### src/rtl/led_seq_pkg.sv
// Shared types and constants for the LED pattern sequencer.
// Holds the mode and FSM enums, LED pattern constants and the step-index type.
package led_seq_pkg;

    typedef enum logic [1:0] {
        MODE_FILL   = 2'd0,
        MODE_CHASE  = 2'd1,
        MODE_BLINK  = 2'd2,
        MODE_BOUNCE = 2'd3
    } mode_e;

    typedef enum logic [1:0] {
        ST_IDLE  = 2'd0,
        ST_RUN   = 2'd1,
        ST_PAUSE = 2'd2
    } state_e;

    localparam int LED_W = 8;
    typedef logic [LED_W-1:0] led_t;

    localparam led_t LED_BLANK = 8'h00;
    localparam led_t LED_FULL  = 8'hFF;

    // Steps already taken in the current pattern cycle; BOUNCE needs up to 14.
    localparam int IDX_W = 4;
    typedef logic [IDX_W-1:0] idx_t;

endpackage

### src/rtl/led_tick_prescaler.sv
// Step-rate prescaler: counts 0..TICK_DIV-1 while enabled and holds its count while disabled.
// o_step is combinational and high during the last count, so a step lands on the wrapping edge.
module led_tick_prescaler #(
    parameter int TICK_DIV = 4
) (
    input  logic clk,
    input  logic reset,
    input  logic i_en,
    input  logic i_clr,
    output logic o_step
);

    localparam int CNT_W = $clog2(TICK_DIV);
    localparam logic [CNT_W-1:0] CNT_LAST = CNT_W'(TICK_DIV - 1);

    logic [CNT_W-1:0] r_cnt;

    assign o_step = i_en && (r_cnt == CNT_LAST);

    always_ff @(posedge clk or posedge reset) begin
        if (reset) begin
            r_cnt <= '0;
        end else if (i_clr) begin
            r_cnt <= '0;
        end else if (i_en) begin
            r_cnt <= (r_cnt == CNT_LAST) ? '0 : r_cnt + 1'b1;
        end
    end

endmodule

### src/rtl/led_pattern_sequencer.sv
// LED pattern sequencer: FILL/CHASE/BLINK/BOUNCE with a one-slot mode handshake; all outputs registered.
// BOUNCE is built only with LED_SEQ_BOUNCE_EN; otherwise mode 3 is captured as CHASE.
module led_pattern_sequencer
    import led_seq_pkg::*;
#(
    parameter int TICK_DIV = 4,
    parameter int WIDTH    = 8
) (
    input  logic             clk,
    input  logic             reset,
    input  logic             run_en,
    input  logic             pause,
    input  logic             mode_req,
    input  logic [1:0]       mode_sel,
    output logic             mode_ack,
    output logic [WIDTH-1:0] led,
    output logic [1:0]       mode_cur,
    output logic             cycle_done
);

    state_e r_state;
    mode_e  r_mode;
    mode_e  r_pend_mode;
    logic   r_pend_vld;
    led_t   r_led;
    idx_t   r_idx;
    logic   r_mode_ack;
    logic   r_cycle_done;

    logic   w_step;
    mode_e  w_sel_mode;
    led_t   w_nxt_led;
    idx_t   w_nxt_idx;
    logic   w_nxt_done;

    // Pause freezes the prescaler on the same edge it is seen, not one cycle later.
    led_tick_prescaler #(.TICK_DIV(TICK_DIV)) u_prescaler (
        .clk    (clk),
        .reset  (reset),
        .i_en   ((r_state == ST_RUN) && run_en && !pause),
        .i_clr  ((r_state == ST_IDLE) || !run_en),
        .o_step (w_step)
    );

`ifdef LED_SEQ_BOUNCE_EN
    assign w_sel_mode = mode_e'(mode_sel);
`else
    assign w_sel_mode = (mode_sel == 2'd3) ? MODE_CHASE : mode_e'(mode_sel);
`endif

    always_comb begin
        w_nxt_led  = LED_BLANK;
        w_nxt_idx  = '0;
        w_nxt_done = 1'b0;
        case (r_mode)
            MODE_FILL: begin
                if (r_idx == 4'd8) begin
                    w_nxt_done = 1'b1;
                end else begin
                    w_nxt_led = (led_t'(2) << r_idx) - led_t'(1);
                    w_nxt_idx = r_idx + 4'd1;
                end
            end
            MODE_CHASE: begin
                if (r_idx == 4'd8) begin
                    w_nxt_led  = led_t'(1);
                    w_nxt_idx  = 4'd1;
                    w_nxt_done = 1'b1;
                end else begin
                    w_nxt_led = led_t'(1) << r_idx;
                    w_nxt_idx = r_idx + 4'd1;
                end
            end
            MODE_BLINK: begin
                if (r_idx == 4'd1) begin
                    w_nxt_done = 1'b1;
                end else begin
                    w_nxt_led = LED_FULL;
                    w_nxt_idx = 4'd1;
                end
            end
`ifdef LED_SEQ_BOUNCE_EN
            MODE_BOUNCE: begin
                if (r_idx == 4'd14) begin
                    w_nxt_led  = led_t'(1);
                    w_nxt_idx  = 4'd1;
                    w_nxt_done = 1'b1;
                end else if (r_idx < 4'd8) begin
                    w_nxt_led = led_t'(1) << r_idx;
                    w_nxt_idx = r_idx + 4'd1;
                end else begin
                    w_nxt_led = led_t'(1) << (4'd14 - r_idx);
                    w_nxt_idx = r_idx + 4'd1;
                end
            end
`endif
            default: ;
        endcase
    end

    always_ff @(posedge clk or posedge reset) begin
        if (reset) begin
            r_state      <= ST_IDLE;
            r_mode       <= MODE_FILL;
            r_pend_mode  <= MODE_FILL;
            r_pend_vld   <= 1'b0;
            r_led        <= LED_BLANK;
            r_idx        <= '0;
            r_mode_ack   <= 1'b0;
            r_cycle_done <= 1'b0;
        end else begin
            r_mode_ack   <= 1'b0;
            r_cycle_done <= 1'b0;

            // Capture only reads the registered slot, so a capture on a completing step waits a full cycle.
            if (mode_req && !r_pend_vld) begin
                r_pend_vld  <= 1'b1;
                r_pend_mode <= w_sel_mode;
                r_mode_ack  <= 1'b1;
            end

            if (!run_en) begin
                r_state <= ST_IDLE;
                r_led   <= LED_BLANK;
                r_idx   <= '0;
            end else begin
                case (r_state)
                    ST_IDLE: r_state <= ST_RUN;
                    ST_RUN: begin
                        if (pause) begin
                            r_state <= ST_PAUSE;
                        end
                        if (w_step) begin
                            r_cycle_done <= w_nxt_done;
                            if (w_nxt_done && r_pend_vld) begin
                                r_led      <= LED_BLANK;
                                r_idx      <= '0;
                                r_mode     <= r_pend_mode;
                                r_pend_vld <= 1'b0;
                            end else begin
                                r_led <= w_nxt_led;
                                r_idx <= w_nxt_idx;
                            end
                        end
                    end
                    ST_PAUSE: if (!pause) r_state <= ST_RUN;
                    default:  r_state <= ST_IDLE;
                endcase
            end

            if (r_pend_vld && (r_state != ST_RUN)) begin
                r_mode     <= r_pend_mode;
                r_pend_vld <= 1'b0;
                if (r_state == ST_PAUSE) begin
                    r_led <= LED_BLANK;
                    r_idx <= '0;
                end
            end
        end
    end

    assign led        = r_led;
    assign mode_cur   = r_mode;
    assign mode_ack   = r_mode_ack;
    assign cycle_done = r_cycle_done;

endmodule
### config.mk
export PLATFORM = sky130hd
export DESIGN_NAME = led_pattern_sequencer
export DESIGN_NICKNAME = d
export VERILOG_FILES = /design/src/rtl/led_seq_pkg.sv /design/src/rtl/led_tick_prescaler.sv /design/src/rtl/led_pattern_sequencer.sv
export SDC_FILE = /design/constraint.sdc
export NUM_CORES = 1
export LEC_CHECK = 0
export BUFFER_PORTS_ARGS = -buffer_cell sky130_fd_sc_hd__buf_2
export CAP_MARGIN = 20
export CELL_PAD_IN_SITES_DETAIL_PLACEMENT = 1
export CELL_PAD_IN_SITES_GLOBAL_PLACEMENT = 2
export CORE_ASPECT_RATIO = 1.75
export CORE_MARGIN = 8
export CORE_UTILIZATION = 35
export DETAILED_ROUTE_END_ITERATION = 6
export GPL_ROUTABILITY_DRIVEN = 0
export GPL_TIMING_DRIVEN = 0
export PLACE_DENSITY = 0.9
export RECOVER_POWER = 25
export SLEW_MARGIN = 15
export SYNTH_ARGS = -nofsm -noshare
export SYNTH_HDL_FRONTEND = slang
export SYNTH_SLANG_ARGS = --single-unit
### constraint.sdc
create_clock -name clk -period 2.7 [get_ports clk]
set_clock_uncertainty 0.1 [all_clocks]
set_input_delay 0.135 -clock clk [delete_from_list [all_inputs] [get_ports clk]]
set_output_delay 0.135 -clock clk [all_outputs]
set_load 0.01 [all_outputs]
Word-level counts from Yosys, hierarchy flattened
Cells that the tools add are included.
{"block": "word_totals", "ff_bits": 23, "in_bits": 7, "out_inout_bits": 12, "word_cells": 91}
{"block": "classes", "add_sub_neg": 3, "n_eq_ne": 11, "n_shift": 2, "mux": 46, "reduce_logical": 20}
{"operator": "2-to-1 mux 8 bit", "n": 9}
{"operator": "2-to-1 mux 4 bit", "n": 8}
{"operator": "2-to-1 mux 2 bit", "n": 12}
{"operator": "one-hot mux 8 bit (3 select lines)", "n": 1}
{"operator": "2-to-1 mux 1 bit", "n": 13}
{"operator": "one-hot mux 4 bit (3 select lines)", "n": 1}
{"operator": "nonzero test 2 bit", "n": 5}
{"operator": "equality test 2 bit (second input constant)", "n": 4}
{"operator": "left shift 1 x 4 -> 8 bit (first input constant)", "n": 1}
{"operator": "left shift 2 x 4 -> 8 bit (first input constant)", "n": 1}
{"operator": "subtractor 8 x 1 -> 8 bit (second input constant)", "n": 1}
{"operator": "logical AND 1 bit", "n": 6}
{"operator": "inequality test 3 bit (second input constant)", "n": 2}
{"operator": "one-hot mux 2 bit (3 select lines)", "n": 1}
{"operator": "adder 4 x 1 -> 4 bit (second input constant)", "n": 1}
{"operator": "equality test 2 x 1 -> 1 bit (second input constant)", "n": 2}
{"operator": "equality test 4 x 1 -> 1 bit (second input constant)", "n": 1}
{"operator": "equality test 4 bit (second input constant)", "n": 1}
{"operator": "logical NOT 2 bit", "n": 2}
{"operator": "AND reduction 4 bit", "n": 1}
{"operator": "logical NOT 1 bit", "n": 3}
{"operator": "adder 2 x 1 -> 2 bit (second input constant)", "n": 1}
{"operator": "inequality test 2 x 1 -> 1 bit (second input constant)", "n": 1}
{"operator": "one-hot mux 1 bit (2 select lines)", "n": 1}
{"operator": "3 further kinds", "n": 3}

Logic depth before layout (Yosys ltp)
{"block": "depth", "ltp_word": 10, "depth_mapped": 10}

Cells and area by module
From an unflattened synthesis, not the netlist that was laid out.
{"block": "unflattened", "hier_cells": 163, "hier_area_um2": 1485.2}
{"mod": "led_pattern_sequencer", "n_inst": 1, "cells_per_inst": 153, "area_each_um2": 1375.1, "seq_area_each_um2": 525.5}
{"mod": "led_tick_prescaler", "n_inst": 1, "cells_per_inst": 10, "area_each_um2": 110.1, "seq_area_each_um2": 50.0}

Worst setup path before layout
Ideal clock, no wire load.
{"block": "synth_path", "path_type": "register to register", "start": "reg r_idx[0]", "end": "reg r_led[7], in the netlist led[7]", "setup_time_ps": 94, "arrival_time_ps": 2213, "slack_ps": 293, "stages_incl_launch_ff": 10, "n_path_buf": 1, "period_less_slack_ps": 2407, "cell_sequence": "dfrtp_1 -> inv_1 -> ha_1 -> clkbuf_1 -> inv_1 -> or3_1 -> ha_1 -> a311oi_1 -> o311ai_0 -> a211oi_1"}
{"block": "synth_between", "elab_chain_cells": 10, "word_cells_on_any_way": 19, "classes_between": "1 x add/sub; 2 x eq/ne; 2 x shift; 13 x mux; 1 x reduce/logical"}
{"item": "start, declared", "line": "led_pattern_sequencer.sv:26", "source": "idx_t r_idx;"}
{"item": "start signal, assigned", "line": "led_pattern_sequencer.sv:142", "source": "r_idx <= w_nxt_idx;"}
{"item": "left shift 2 x 4 -> 8 bit, or another cell as far along", "line": "led_pattern_sequencer.sv:60", "source": "w_nxt_led = (led_t'(2) << r_idx) - led_t'(1);"}
{"item": "subtractor 8 x 1 -> 8 bit, or another cell as far along", "line": "led_pattern_sequencer.sv:60"}
{"item": "2-to-1 mux 8 bit / one-hot mux 1 bit (2 select lines) (equally long branches)", "line": "led_pattern_sequencer.sv:57, led_pattern_sequencer.sv:55"}
{"item": "one-hot mux 8 bit (3 select lines) / logical AND 1 bit (equally long branches)", "line": "led_pattern_sequencer.sv:55, led_pattern_sequencer.sv:135"}
{"item": "2-to-1 mux 8 bit (*)", "line": "led_pattern_sequencer.sv:135", "source": "if (w_nxt_done && r_pend_vld) begin"}
{"item": "2-to-1 mux 8 bit (*)", "line": "led_pattern_sequencer.sv:133", "source": "if (w_step) begin"}
{"item": "2-to-1 mux 8 bit (*)", "line": "led_pattern_sequencer.sv:127", "source": "case (r_state)"}
{"item": "2-to-1 mux 8 bit (*)", "line": "led_pattern_sequencer.sv:122", "source": "if (!run_en) begin"}
{"item": "2-to-1 mux 8 bit", "line": "led_pattern_sequencer.sv:154", "source": "if (r_state == ST_PAUSE) begin"}
{"item": "2-to-1 mux 8 bit (*)", "line": "led_pattern_sequencer.sv:151", "source": "if (r_pend_vld && (r_state != ST_RUN)) begin"}
{"item": "end signal, assigned", "line": "led_pattern_sequencer.sv:141", "source": "r_led <= w_nxt_led;"}
{"item": "end, declared", "line": "led_pattern_sequencer.sv:25", "source": "led_t r_led;"}
Every way passes the cells marked *; elsewhere a longest branch is shown, timed or not.
A chain may end at the register's enable or synchronous reset.

Worst setup path in the final report
{"block": "layout_path", "start": "reg r_idx[0]", "end": "reg r_led[3], in the netlist led[3]"}
The elaborated chain is that of the path after synthesis.

==> impl_metrics.json <==
{
  "fillCellCount": 514,
  "wl_per_cell_um": 18.0,
  "clkTransAtPathRegs_ns": 0.09,
  "routed_via_density": 5.83,
  "pin_count": 19,
  "first_pass_iters": 4,
  "combPwrFrac_pct": 27.0,
  "status": "finished clean",
  "antenna_found_initial": 0,
  "power_w": 0.000843,
  "grt_pass1_wl_um": 7550,
  "power.internal_w": 0.000551,
  "crit_path_max_fanout": 10,
  "dp_hpwl_um": 3480,
  "cap_violations": 0,
  "synthCells": 176,
  "period_needed_ns": 2.51,
  "core_mm2": 0.00428,
  "place_inst": 245,
  "cts_tree": "built",
  "postRouteAntennaNets": 0,
  "clock_path_buffers": 2,
  "grt_start_max_net_pins": 24,
  "cts_max_level": 1,
  "rsz0062_at_grt": "false",
  "p_seq_share_pct": 46.4,
  "die-width_um": 65.9,
  "ir_worst_vdd_uv": 503,
  "post_cts_buffers": 0,
  "layout_commonest_cell": "dfrtp_1",
  "final_core_util_pct": 41.3,
  "hold_path_class": "in -> reg",
  "rows": 32,
  "grt_usage_pct": 14.2,
  "insertion_delay_ns": 0.27,
  "max_freq_mhz": 398,
  "numCtsBuffers": 3,
  "pwr-share-clk_pct": 26.6,
  "tightestPinTransition_ns": 1.00,
  "synth_seq_cells": 23,
  "fin_crit_sh_pct": 93.0,
  "finalHoldViolCount": 0,
  "power_density_mw_per_mm2": 477,
  "final_cell_count_no_fill": 252,
  "switching_share_pct": 34.6,
  "syn_nets": 191,
  "path_class": "reg -> reg",
  "diodes": 0,
  "drive_gt1_share_pct": 15.4,
  "drt_wl_total_um": 4530,
  "netlist_area_mm2": 0.00153,
  "grt_pass1_vias": 1547,
  "synthArstFlopShare_pct": 100,
  "slew-limit-headroom_pct": 33.3,
  "cts_root_buffer": "clkbuf_8",
  "synth_cell_types": 44,
  "drc": 0,
  "p_leak_nw": 0.769,
  "dieArea_mm2": 0.00681,
  "port_buffers": 18,
  "start_kind": "register",
  "syn_to_final_growth_pct": 15.8,
  "yosysWarnings": 0,
  "required_ns": 2.74,
  "layout_common_cells": "dfrtp_1 (22), nand2_1 (19), buf_2 (18), nor2_1 (16), a21oi_1 (15)",
  "initial_core_util_pct": 35.6,
  "vias": 1468,
  "yosysSeqAreaShare_pct": 37.7,
  "drt-initial-drc-count": 11,
  "numClockSinks": 23,
  "synth_edf_count": 0,
  "die_h_um": 103,
  "synth-main-ff-cell": "dfrtp_1",
  "maxSlewViolCount": 0,
  "p_switching_w": 0.000292,
  "grt_remaining_overflow": 0,
  "critPathArrivalTime_ns": 2.55,
  "setup_viol": 0,
  "syn_avg_cell_area_um2": 8.67,
  "critPathCaptureType": "register",
  "layout.nets": 217
}
Yosys cell counts (all sizes together) (2+ instances only):
cell type,instances,area (um^2)
a211oi,6,57.6
a22oi,3,22.5
o21a,3,22.5
nor2b,5,31.3
nand3b,3,22.5
o21ai,10,50.1
or3,2,12.5
o211ai,3,22.5
a21oi,16,83.8
dfrtp,23,576
xnor2,2,17.5
nand3,3,15.0
nand2,19,71.3
mux2,2,22.5
nor3,3,15.0
nor2,16,60.1
clkbuf,10,37.5
ha,8,100
nor3b,4,35.0
inv,7,26.3
o31ai,4,30.0
a311oi,3,26.3
nand2b,3,18.8
registers in the layout (all words and copies together) (netlist names):
register	cells
mode_cur	2
u_prescaler.r_cnt	2
cycle_done	1
mode_ack	1
r_pend_mode	2
r_state	2
r_idx	4
r_pend_vld	1
led	8
critical path: stages, from the launching register on:
cell      delay, ns
dfrtp_2        0.46
inv_1          0.13
ha_4           0.19
clkbuf_4       0.21
inv_1          0.11
or3_1          0.32
ha_1           0.26
xnor2_1        0.18
nor2_1         0.05
o31ai_1        0.28
a21oi_1        0.10
cell families (layout without fill, tap and decap cells):
| kind of cell | Yosys count | count (layout) | share of synthesized area [%] |
|---|---|---|---|
| mux | 3 | 3 | 2.13 |
| compound gates | 58 | 58 | 26.2 |
| buf+inv | 19 | 44 | 5.16 |
| simple gates | 63 | 63 | 21.1 |
| flops | 23 | 23 | 37.7 |
| xor+xnor | 2 | 2 | 1.15 |
| fa+ha+maj | 8 | 8 | 6.56 |
timing repair:
action,4_1_cts,5_1_grt
hold buffers,2,0
cloned,0,0
endpoints found under the setup margin,3,3
hold endpoints to repair,24,0
gates resized for setup,2,3
layer usage:
| metal | vias up | GRT usage, % | share of wire (%) |
|---|---|---|---|
| li1 | 687 | - | - |
| met3 | 17 | 1.62 | 2.1 |
| met2 | 31 | 27.0 | 56 |
| met4 | 0 | 7.94 | 4.9 |
| met1 | 733 | 14.3 | 37 |
| met5 | - | 0 | 0 |
layout make-up:
cell class                 instances  area [um^2]  share of cell area, %
multi-input combinational        134          885                   50.0
sequential                        23          577                   32.6
timing repair buffer              21          114                   6.44
tap                               51         63.8                   3.61
buffer                            11         52.6                   2.97
clock buffer                       3         41.3                   2.34
inverter                           8         30.0                   1.70
clock inverter                     1         5.00                  0.283
per-stage QoR:
step,setup WS (ns),setup TNS (ns),instance area [um^2],hold WS (ns)
floorplan,0.293,0,1530,0.0369
global placement,-0.154,-0.280,1680,0.245
detailed placement,-0.182,-0.400,1680,0.258
CTS,0.0214,0,1750,0.00220
global route,0.00629,0,1770,0.0237
finish,0.188,0,1770,0.0101
path summary, 6_finish.rpt:
kind	slack [ns]	endpoint	from	cells after the start
max in group asynchronous	1.04	r_idx[0]$_DFF_PP0_	reset	4
worst min-delay path	0.01	r_state[1]$_DFFE_PP0P_	run_en	3
worst max register to register	0.19	led[3]$_DFF_PP0_	r_idx[0]$_DFF_PP0_	10
min in group asynchronous	0.21	led[6]$_DFF_PP0_	reset	3
worst min register to register	0.37	r_pend_mode[1]$_DFFE_PP0P_	r_pend_mode[1]$_DFFE_PP0P_	2
worst max-delay path	0.19	led[3]$_DFF_PP0_	r_idx[0]$_DFF_PP0_	10
power by group through the flow:
| stage | Sequential [W] | Combinational (W) | Clock, W |
|---|---|---|---|
| floorplan | 0.000397 | 0.000151 | 0 |
| global placement | 0.000397 | 0.000219 | 0 |
| detailed placement | 0.000398 | 0.000221 | 0 |
| CTS | 0.000391 | 0.000227 | 0.000229 |
| global route | 0.000394 | 0.000250 | 0.000243 |
| finish | 0.000391 | 0.000228 | 0.000224 |
(Power assumes the default switching activity.)
